===== src/rtl/interval_timer_arbiter.sv =====
// Round-robin arbiter sharing one interval counter between two requesters.
// Grants the counter, runs the latched interval and pulses a done per owner.
module interval_timer_arbiter #(
  parameter int CNT_W = 6
) (
  input  logic             clock,
  input  logic             reset,
  input  logic             req0,
  input  logic [CNT_W-1:0] len0,
  input  logic             req1,
  input  logic [CNT_W-1:0] len1,
  output logic             gnt0,
  output logic             gnt1,
  output logic             done0,
  output logic             done1,
  output logic             busy,
  output logic [CNT_W-1:0] count
);

  localparam logic [CNT_W-1:0] ONE = CNT_W'(1);

  typedef enum logic [1:0] {
    S_IDLE,
    S_RUN,
    S_DONE
  } state_e;

  state_e           state_q, state_d;
  logic             owner_q, owner_d;
  logic             ptr_q, ptr_d;
  logic [CNT_W-1:0] term_q, term_d;
  logic [CNT_W-1:0] count_q, count_d;
  logic             gnt0_q, gnt0_d;
  logic             gnt1_q, gnt1_d;
  logic             done0_q, done0_d;
  logic             done1_q, done1_d;
  logic             busy_q, busy_d;

  logic             pick_vld;
  logic             pick;
  logic             owner_req;
  logic [CNT_W-1:0] pick_len;

  // ptr_q/owner: 0 selects requester 0, 1 selects requester 1
  always_comb begin
    pick_vld  = req0 | req1;
    pick      = (req0 & req1) ? ptr_q : req1;
    pick_len  = pick ? len1 : len0;
    owner_req = owner_q ? req1 : req0;
  end

  always_comb begin
    state_d = state_q;
    owner_d = owner_q;
    ptr_d   = ptr_q;
    term_d  = term_q;
    count_d = '0;
    gnt0_d  = 1'b0;
    gnt1_d  = 1'b0;
    done0_d = 1'b0;
    done1_d = 1'b0;
    busy_d  = 1'b0;
    unique case (state_q)
      S_IDLE: begin
        if (pick_vld) begin
          state_d = S_RUN;
          owner_d = pick;
          term_d  = pick_len - ONE;
          gnt0_d  = ~pick;
          gnt1_d  = pick;
          busy_d  = 1'b1;
        end
      end
      S_RUN: begin
        if (!owner_req) begin
          // owner withdrew: abort without done, still pass the turn
          state_d = S_IDLE;
          ptr_d   = ~owner_q;
        end else begin
          gnt0_d = ~owner_q;
          gnt1_d = owner_q;
          busy_d = 1'b1;
          if (count_q == term_q) begin
            state_d = S_DONE;
            done0_d = ~owner_q;
            done1_d = owner_q;
          end else begin
            count_d = count_q + ONE;
          end
        end
      end
      S_DONE: begin
        state_d = S_IDLE;
        ptr_d   = ~owner_q;
      end
      default: begin
        state_d = S_IDLE;
      end
    endcase
  end

  always_ff @(posedge clock) begin
    if (!reset) begin
      state_q <= S_IDLE;
      owner_q <= 1'b0;
      ptr_q   <= 1'b0;
      term_q  <= '0;
      count_q <= '0;
      gnt0_q  <= 1'b0;
      gnt1_q  <= 1'b0;
      done0_q <= 1'b0;
      done1_q <= 1'b0;
      busy_q  <= 1'b0;
    end else begin
      state_q <= state_d;
      owner_q <= owner_d;
      ptr_q   <= ptr_d;
      term_q  <= term_d;
      count_q <= count_d;
      gnt0_q  <= gnt0_d;
      gnt1_q  <= gnt1_d;
      done0_q <= done0_d;
      done1_q <= done1_d;
      busy_q  <= busy_d;
    end
  end

  assign gnt0  = gnt0_q;
  assign gnt1  = gnt1_q;
  assign done0 = done0_q;
  assign done1 = done1_q;
  assign busy  = busy_q;
  assign count = count_q;

endmodule


===== config.mk =====
export PLATFORM = sky130hd
export DESIGN_NAME = interval_timer_arbiter
export DESIGN_NICKNAME = d
export VERILOG_FILES = /design/src/rtl/interval_timer_arbiter.sv
export SDC_FILE = /design/constraint.sdc
export NUM_CORES = 1
export LEC_CHECK = 0
export BUFFER_PORTS_ARGS = -buffer_cell sky130_fd_sc_hd__buf_4
export CAP_MARGIN = 30
export CORE_MARGIN = 10
export CORE_UTILIZATION = 45
export DETAILED_ROUTE_END_ITERATION = 10
export PLACE_DENSITY = 0.67
export SLEW_MARGIN = 20
export SYNTH_ARGS = -nofsm -noshare
export SYNTH_HDL_FRONTEND = slang
export SYNTH_SLANG_ARGS = --single-unit

===== constraint.sdc =====
create_clock -name clock -period 4.2 [get_ports clock]
set_input_delay 1.05 -clock clock [delete_from_list [all_inputs] [get_ports clock]]
set_output_delay 1.05 -clock clock [all_outputs]
set_load 0.01 [all_outputs]

Word-level counts from Yosys, hierarchy flattened --
Index checks and enable logic that the tools add are counted.
Storage, ports and cells: word-level logic and storage cells 50, register bits 21
Operators by class: bitwise gates (word level) 7, equal/unequal tests 6, muxes and demuxes 18, reductions and logical operators 7, add/sub/neg operators 2
Operator list (count):
- 1-bit 2-to-1 mux | 9
- 1-bit case mux with 2 select lines | 4
- 6-bit by 1-bit adder with 6-bit output, second input constant | 1
- 6-bit equality test | 1
- 2-bit 2-to-1 mux | 3
- 6-bit 2-to-1 mux | 1
- 2-bit AND reduction | 3
- 6-bit by 1-bit subtractor with 6-bit output, second input constant | 1
- 1-bit inverter | 5
- 2-bit inequality test, second input constant | 2
- 2-bit case mux with 2 select lines | 1
- 4-bit AND reduction | 1
- 4-bit OR reduction | 1
- 3-bit inequality test, second input constant | 1
- 2-bit by 1-bit equality test with 1-bit output, second input constant | 1
- 2-bit equality test, second input constant | 1
- 2-bit zero test | 1
- 2-bit nonzero test | 1
- 1-bit AND | 1
- 1-bit bitwise OR | 1

Logic depth before layout (Yosys ltp) --
depth after elaboration 5, mapped depth 9, gate-level depth less buffers 8

Least setup slack after synthesis --
Ideal clock, no wire load.
path type input port to flip-flop, start point in req0, end point reg term_q[4], stages on the path 9, buffers on the path 1, library setup time 74 ps, slack 1685 ps, arrival time 2441 ps, required time 4126 ps, cells stage by stage nand2b_1 clkbuf_1 nand2_1 a21oi_1 ha_1 nor3b_1 xor2_1 mux2i_1 o21ai_0
On the way: longest elaborated chain between the ends 4
Ends and longest elaborated chain:
- from (decl) | RTL line 8 | input logic req0,
- 1-bit AND | RTL line 47 | pick = (req0 & req1) ? ptr_q : req1;
- 1-bit 2-to-1 mux | RTL line 47
- 6-bit 2-to-1 mux | RTL line 48 | pick_len = pick ? len1 : len0;
- 6-bit by 1-bit subtractor with 6-bit output | RTL line 68 | term_d = pick_len - ONE;
- to (signal assigned) | RTL line 118 | term_q <= term_d;
- to (decl) | RTL line 31 | logic [CNT_W-1:0] term_q, term_d;
Several ways; a longest one is shown, not always the timed one. A chain may end at the register's enable or synchronous reset.

Worst setup path in the final report --
Same ends and word-level chain as after synthesis.

==> impl_metrics.xml <==
<?xml version="1.0" encoding="UTF-8"?>
<metrics>
  <group name="placement">
    <metric name="port-buffer-count" unit="">26</metric>
    <metric name="hpwlAfterDp" unit="um">1980</metric>
    <metric name="post_dp_cell_area" unit="sq um">1280</metric>
    <metric name="final_estimated_routing_congestion_in_global_placement" unit="">0.807</metric>
    <metric name="place_inst" unit="">171</metric>
  </group>
  <group name="sta">
    <metric name="hold_ws" unit="ns">0.481</metric>
    <metric name="worst_slew_margin_rel" unit="">0.670</metric>
    <metric name="setup_tns" unit="ns">0</metric>
    <metric name="unrepaired_setup_endpoints_after_global_routing" unit="">false</metric>
    <metric name="report.final.setup_viol" unit="">0</metric>
    <metric name="fmax" unit="MHz">402</metric>
    <metric name="hold_viol_final" unit="">0</metric>
    <metric name="final-max-slew-violation-count" unit="">0</metric>
    <metric name="fin_worst_skew" unit="ns">0.00916</metric>
    <metric name="post-route-min-period" unit="ns">2.49</metric>
    <metric name="max_slew.worst_pin.slew" unit="ns">0.492</metric>
    <metric name="min_period_over_period" unit="">0.592</metric>
  </group>
  <group name="clock_network">
    <metric name="cts_buffers" unit="">3</metric>
    <metric name="cts_htree_levels" unit="">1</metric>
    <metric name="post_cts.repair.setup_buffers" unit="">0</metric>
    <metric name="root_buffer" unit="">sky130_fd_sc_hd__clkbuf_4</metric>
    <metric name="cts_tree" unit="">done</metric>
    <metric name="clkSinkCount" unit="">21</metric>
    <metric name="max-clock-path-buffers" unit="">2</metric>
    <metric name="clk_transition_reported_paths" unit="ns">0.11</metric>
    <metric name="clock_latency" unit="ns">0.31</metric>
    <metric name="number_of_hold_repair_buffers_added_at_the_cts_stage" unit="">0</metric>
    <metric name="post_cts_resize_count" unit="">0</metric>
  </group>
  <group name="hold_path">
    <metric name="timing.hold.worst.class" unit="">reg2reg</metric>
  </group>
  <group name="drt">
    <metric name="detailed_router_s_first_iteration_violation_count" unit="">57</metric>
    <metric name="routed_via_density" unit="">5.42</metric>
    <metric name="drt.antenna.violating_nets" unit="">0</metric>
    <metric name="drt_wl_total" unit="um">2450</metric>
    <metric name="drc_errors" unit="">0</metric>
    <metric name="detail_route.first_pass.iterations" unit="">4</metric>
    <metric name="dr_total_vias" unit="">949</metric>
    <metric name="route.detailed.wl_per_inst" unit="um">14.0</metric>
  </group>
  <group name="grt">
    <metric name="grt_pass1_vias" unit="">918</metric>
    <metric name="grt_max_degree" unit="">16</metric>
    <metric name="wire_length_of_the_first_global_routing_pass" unit="um">4050</metric>
    <metric name="antenna_found_initial" unit="">0</metric>
    <metric name="grt_overflow_total" unit="">0</metric>
    <metric name="track_usage" unit="">0.109</metric>
  </group>
  <group name="synth">
    <metric name="ys_dominant_reg_cell" unit="">sky130_fd_sc_hd__dfxtp_1</metric>
    <metric name="yosysUniqueCellTypes" unit="">38</metric>
    <metric name="synth.cell_area" unit="sq um">1070</metric>
    <metric name="yosysTopAreaCell" unit="">sky130_fd_sc_hd__dfxtp_1</metric>
    <metric name="synth_warnings" unit="">0</metric>
    <metric name="synth-async-reset-ratio" unit="">0</metric>
    <metric name="synthesis.instances" unit="">121</metric>
    <metric name="synthTopCellsByArea" unit="">sky130_fd_sc_hd__dfxtp_1 (39%), sky130_fd_sc_hd__xnor2_1 (6.6%), sky130_fd_sc_hd__xor2_1 (4.9%), sky130_fd_sc_hd__nor2_1 (4.6%), sky130_fd_sc_hd__mux2i_1 (3.8%)</metric>
    <metric name="area_share_of_the_largest_cell_type_after_synthesis" unit="">0.394</metric>
    <metric name="synth_area_per_cell" unit="sq um">8.82</metric>
    <metric name="ys_ff_latch" unit="">21</metric>
    <metric name="postSynthNetCount" unit="">139</metric>
    <metric name="synth_edf_count" unit="">0</metric>
    <metric name="ys_seq_area_frac" unit="">0.394</metric>
  </group>
  <group name="power">
    <metric name="power.density_cell_area" unit="nW/um^2">314</metric>
    <metric name="p_leak" unit="uW">0.000542</metric>
    <metric name="ir_drop" unit="mV">0.296</metric>
  </group>
  <group name="floorplan">
    <metric name="num_rows" unit="">17</metric>
    <metric name="initial_core_util" unit="">0.478</metric>
    <metric name="die_h" unit="um">68.7</metric>
    <metric name="io_pins" unit="">27</metric>
    <metric name="fp.dieW" unit="um">68.7</metric>
    <metric name="design.core.area" unit="sq um">2230</metric>
    <metric name="dieArea" unit="sq um">4720</metric>
  </group>
  <group name="layout">
    <metric name="final_net_count" unit="">166</metric>
    <metric name="area.growth.synth_to_final" unit="%">22.6</metric>
    <metric name="post_route_cells_drive_above_1_share" unit="">0.211</metric>
    <metric name="antenna_cells_inserted" unit="">0</metric>
    <metric name="fillerInstances" unit="">209</metric>
    <metric name="final_cell_count_no_fill" unit="">175</metric>
    <metric name="stdcell_area" unit="sq um">1310</metric>
  </group>
  <group name="setup_path">
    <metric name="cp_data_arrival_time" unit="ns">2.73</metric>
    <metric name="timing.critical_path.fanout_max" unit="">9</metric>
    <metric name="path_class" unit="">in2reg</metric>
    <metric name="reg2reg_slack" unit="ns">2.10</metric>
    <metric name="setup.worst_path.end_class" unit="">flop</metric>
    <metric name="critical_path.startpoint_type" unit="">primary input</metric>
    <metric name="required" unit="ns">4.44</metric>
  </group>
  <group name="status">
    <metric name="outcome" unit="">finished, final reports clean</metric>
  </group>
  <group name="run">
    <metric name="max_cap_viol_count" unit="">0</metric>
  </group>
</metrics>
[through the flow]
stage               setup WS (ns)  utilization  total power [uW]
detailed placement           1.39        0.574               318
finish                       1.71        0.586               411
floorplan                    1.68            -               285
global route                 1.58        0.586               436
CTS                          1.71        0.586               413
global placement             1.51        0.574               317
[routing by layer]
layer | global-route usage | up-vias | wire (um) | share of wire
met5 | 0 | - | 0 | 0
met4 | 0.0148 | 0 | 14 | 0.0057
met3 | 0.0354 | 2 | 133 | 0.054
met2 | 0.197 | 19 | 1250 | 0.51
met1 | 0.124 | 440 | 1050 | 0.43
li1 | - | 488 | - | -
[synthesized netlist by cell type (2+ instances only)]
cell type and count:
sky130_fd_sc_hd__a211o_1 2, sky130_fd_sc_hd__a21boi_0 2, sky130_fd_sc_hd__a21oi_1 3, sky130_fd_sc_hd__and3_1 5
sky130_fd_sc_hd__clkbuf_1 3, sky130_fd_sc_hd__dfxtp_1 21, sky130_fd_sc_hd__ha_1 2, sky130_fd_sc_hd__inv_1 2
sky130_fd_sc_hd__mux2i_1 4, sky130_fd_sc_hd__nand2_1 6, sky130_fd_sc_hd__nand2b_1 2, sky130_fd_sc_hd__nand3_1 6
sky130_fd_sc_hd__nand4_1 2, sky130_fd_sc_hd__nor2_1 13, sky130_fd_sc_hd__nor3_1 4, sky130_fd_sc_hd__nor3b_1 3
sky130_fd_sc_hd__o21a_1 2, sky130_fd_sc_hd__o21ai_0 7, sky130_fd_sc_hd__xnor2_1 8, sky130_fd_sc_hd__xor2_1 6
[final timing paths]
| check | start | endpoint | depth (start not counted) |
|---|---|---|---|
| max | req0 | term_q[4] | 9 |
| min reg2reg | term_q[0] | term_q[0] | 2 |
| max reg2reg | ptr_q | term_q[4] | 8 |
| min | term_q[0] | term_q[0] | 2 |
[area by class of cell]
cell class | count | area, sq um | share of cell area
inverters | 2 | 7.51 | 0.00574
flip-flops and latches | 21 | 420 | 0.321
repair buffers | 26 | 195 | 0.149
well taps | 28 | 35.0 | 0.0268
multi-input cells | 94 | 623 | 0.476
clock buffers | 3 | 22.5 | 0.0172
clock inverters | 1 | 5.00 | 0.00382
[report_power, final]
| part | leakage [uW] | internal [uW] | switching [uW] |
|---|---|---|---|
| sequential | 0.000172 | 213 | 12.1 |
| clock | 0.0000177 | 35.5 | 62.2 |
| combinational | 0.000352 | 43.0 | 45.4 |
| total | 0.000542 | 292 | 120 |
[critical path, cell delays in order]
cell and delay, ns:
sky130_fd_sc_hd__buf_4 0.13, sky130_fd_sc_hd__nand2b_1 0.23, sky130_fd_sc_hd__nand2_1 0.24, sky130_fd_sc_hd__a21oi_1 0.22, sky130_fd_sc_hd__ha_1 0.22, sky130_fd_sc_hd__nor3b_1 0.24, sky130_fd_sc_hd__xor2_1 0.18, sky130_fd_sc_hd__mux2i_1 0.08
sky130_fd_sc_hd__o21ai_0 0.14
[cell usage in the layout (no fill, tap or decap), types with 2 or more instances in the layout]
| cell type | instances |
|---|---|
| sky130_fd_sc_hd__a21oi_1 | 3 |
| sky130_fd_sc_hd__inv_1 | 2 |
| sky130_fd_sc_hd__nand2_1 | 6 |
| sky130_fd_sc_hd__nor2_1 | 13 |
| sky130_fd_sc_hd__nand3_1 | 6 |
| sky130_fd_sc_hd__mux2i_1 | 4 |
| sky130_fd_sc_hd__xor2_1 | 6 |
| sky130_fd_sc_hd__a211o_1 | 2 |
| sky130_fd_sc_hd__o21ai_0 | 7 |
| sky130_fd_sc_hd__nand4_1 | 2 |
| sky130_fd_sc_hd__clkbuf_4 | 3 |
| sky130_fd_sc_hd__xnor2_1 | 8 |
| sky130_fd_sc_hd__ha_1 | 2 |
| sky130_fd_sc_hd__a21boi_0 | 2 |
| sky130_fd_sc_hd__nor3b_1 | 3 |
| sky130_fd_sc_hd__dfxtp_1 | 21 |
| sky130_fd_sc_hd__o21a_1 | 2 |
| sky130_fd_sc_hd__nor3_1 | 4 |
| sky130_fd_sc_hd__buf_4 | 26 |
| sky130_fd_sc_hd__nand2b_1 | 2 |
| sky130_fd_sc_hd__and3_1 | 5 |
[registers in the layout (all words and copies together), names as in the netlist]
register  count
busy          1
count         6
done0         1
done1         1
gnt0          1
gnt1          1
owner_q       1
ptr_q         1
state_q       2
term_q        6
[cell families after synthesis]
kind of cell | count (synthesis) | share of synthesized area
muxes | 5 | 0.0481
adders and majority gates | 2 | 0.0234
DFF | 21 | 0.394
and+or+nand+nor | 47 | 0.232
buffers and inverters | 6 | 0.0223
AOI/OAI and AO/OA | 26 | 0.165
xor gates and xnor gates | 14 | 0.115
Power figures use the tool's default switching activity.
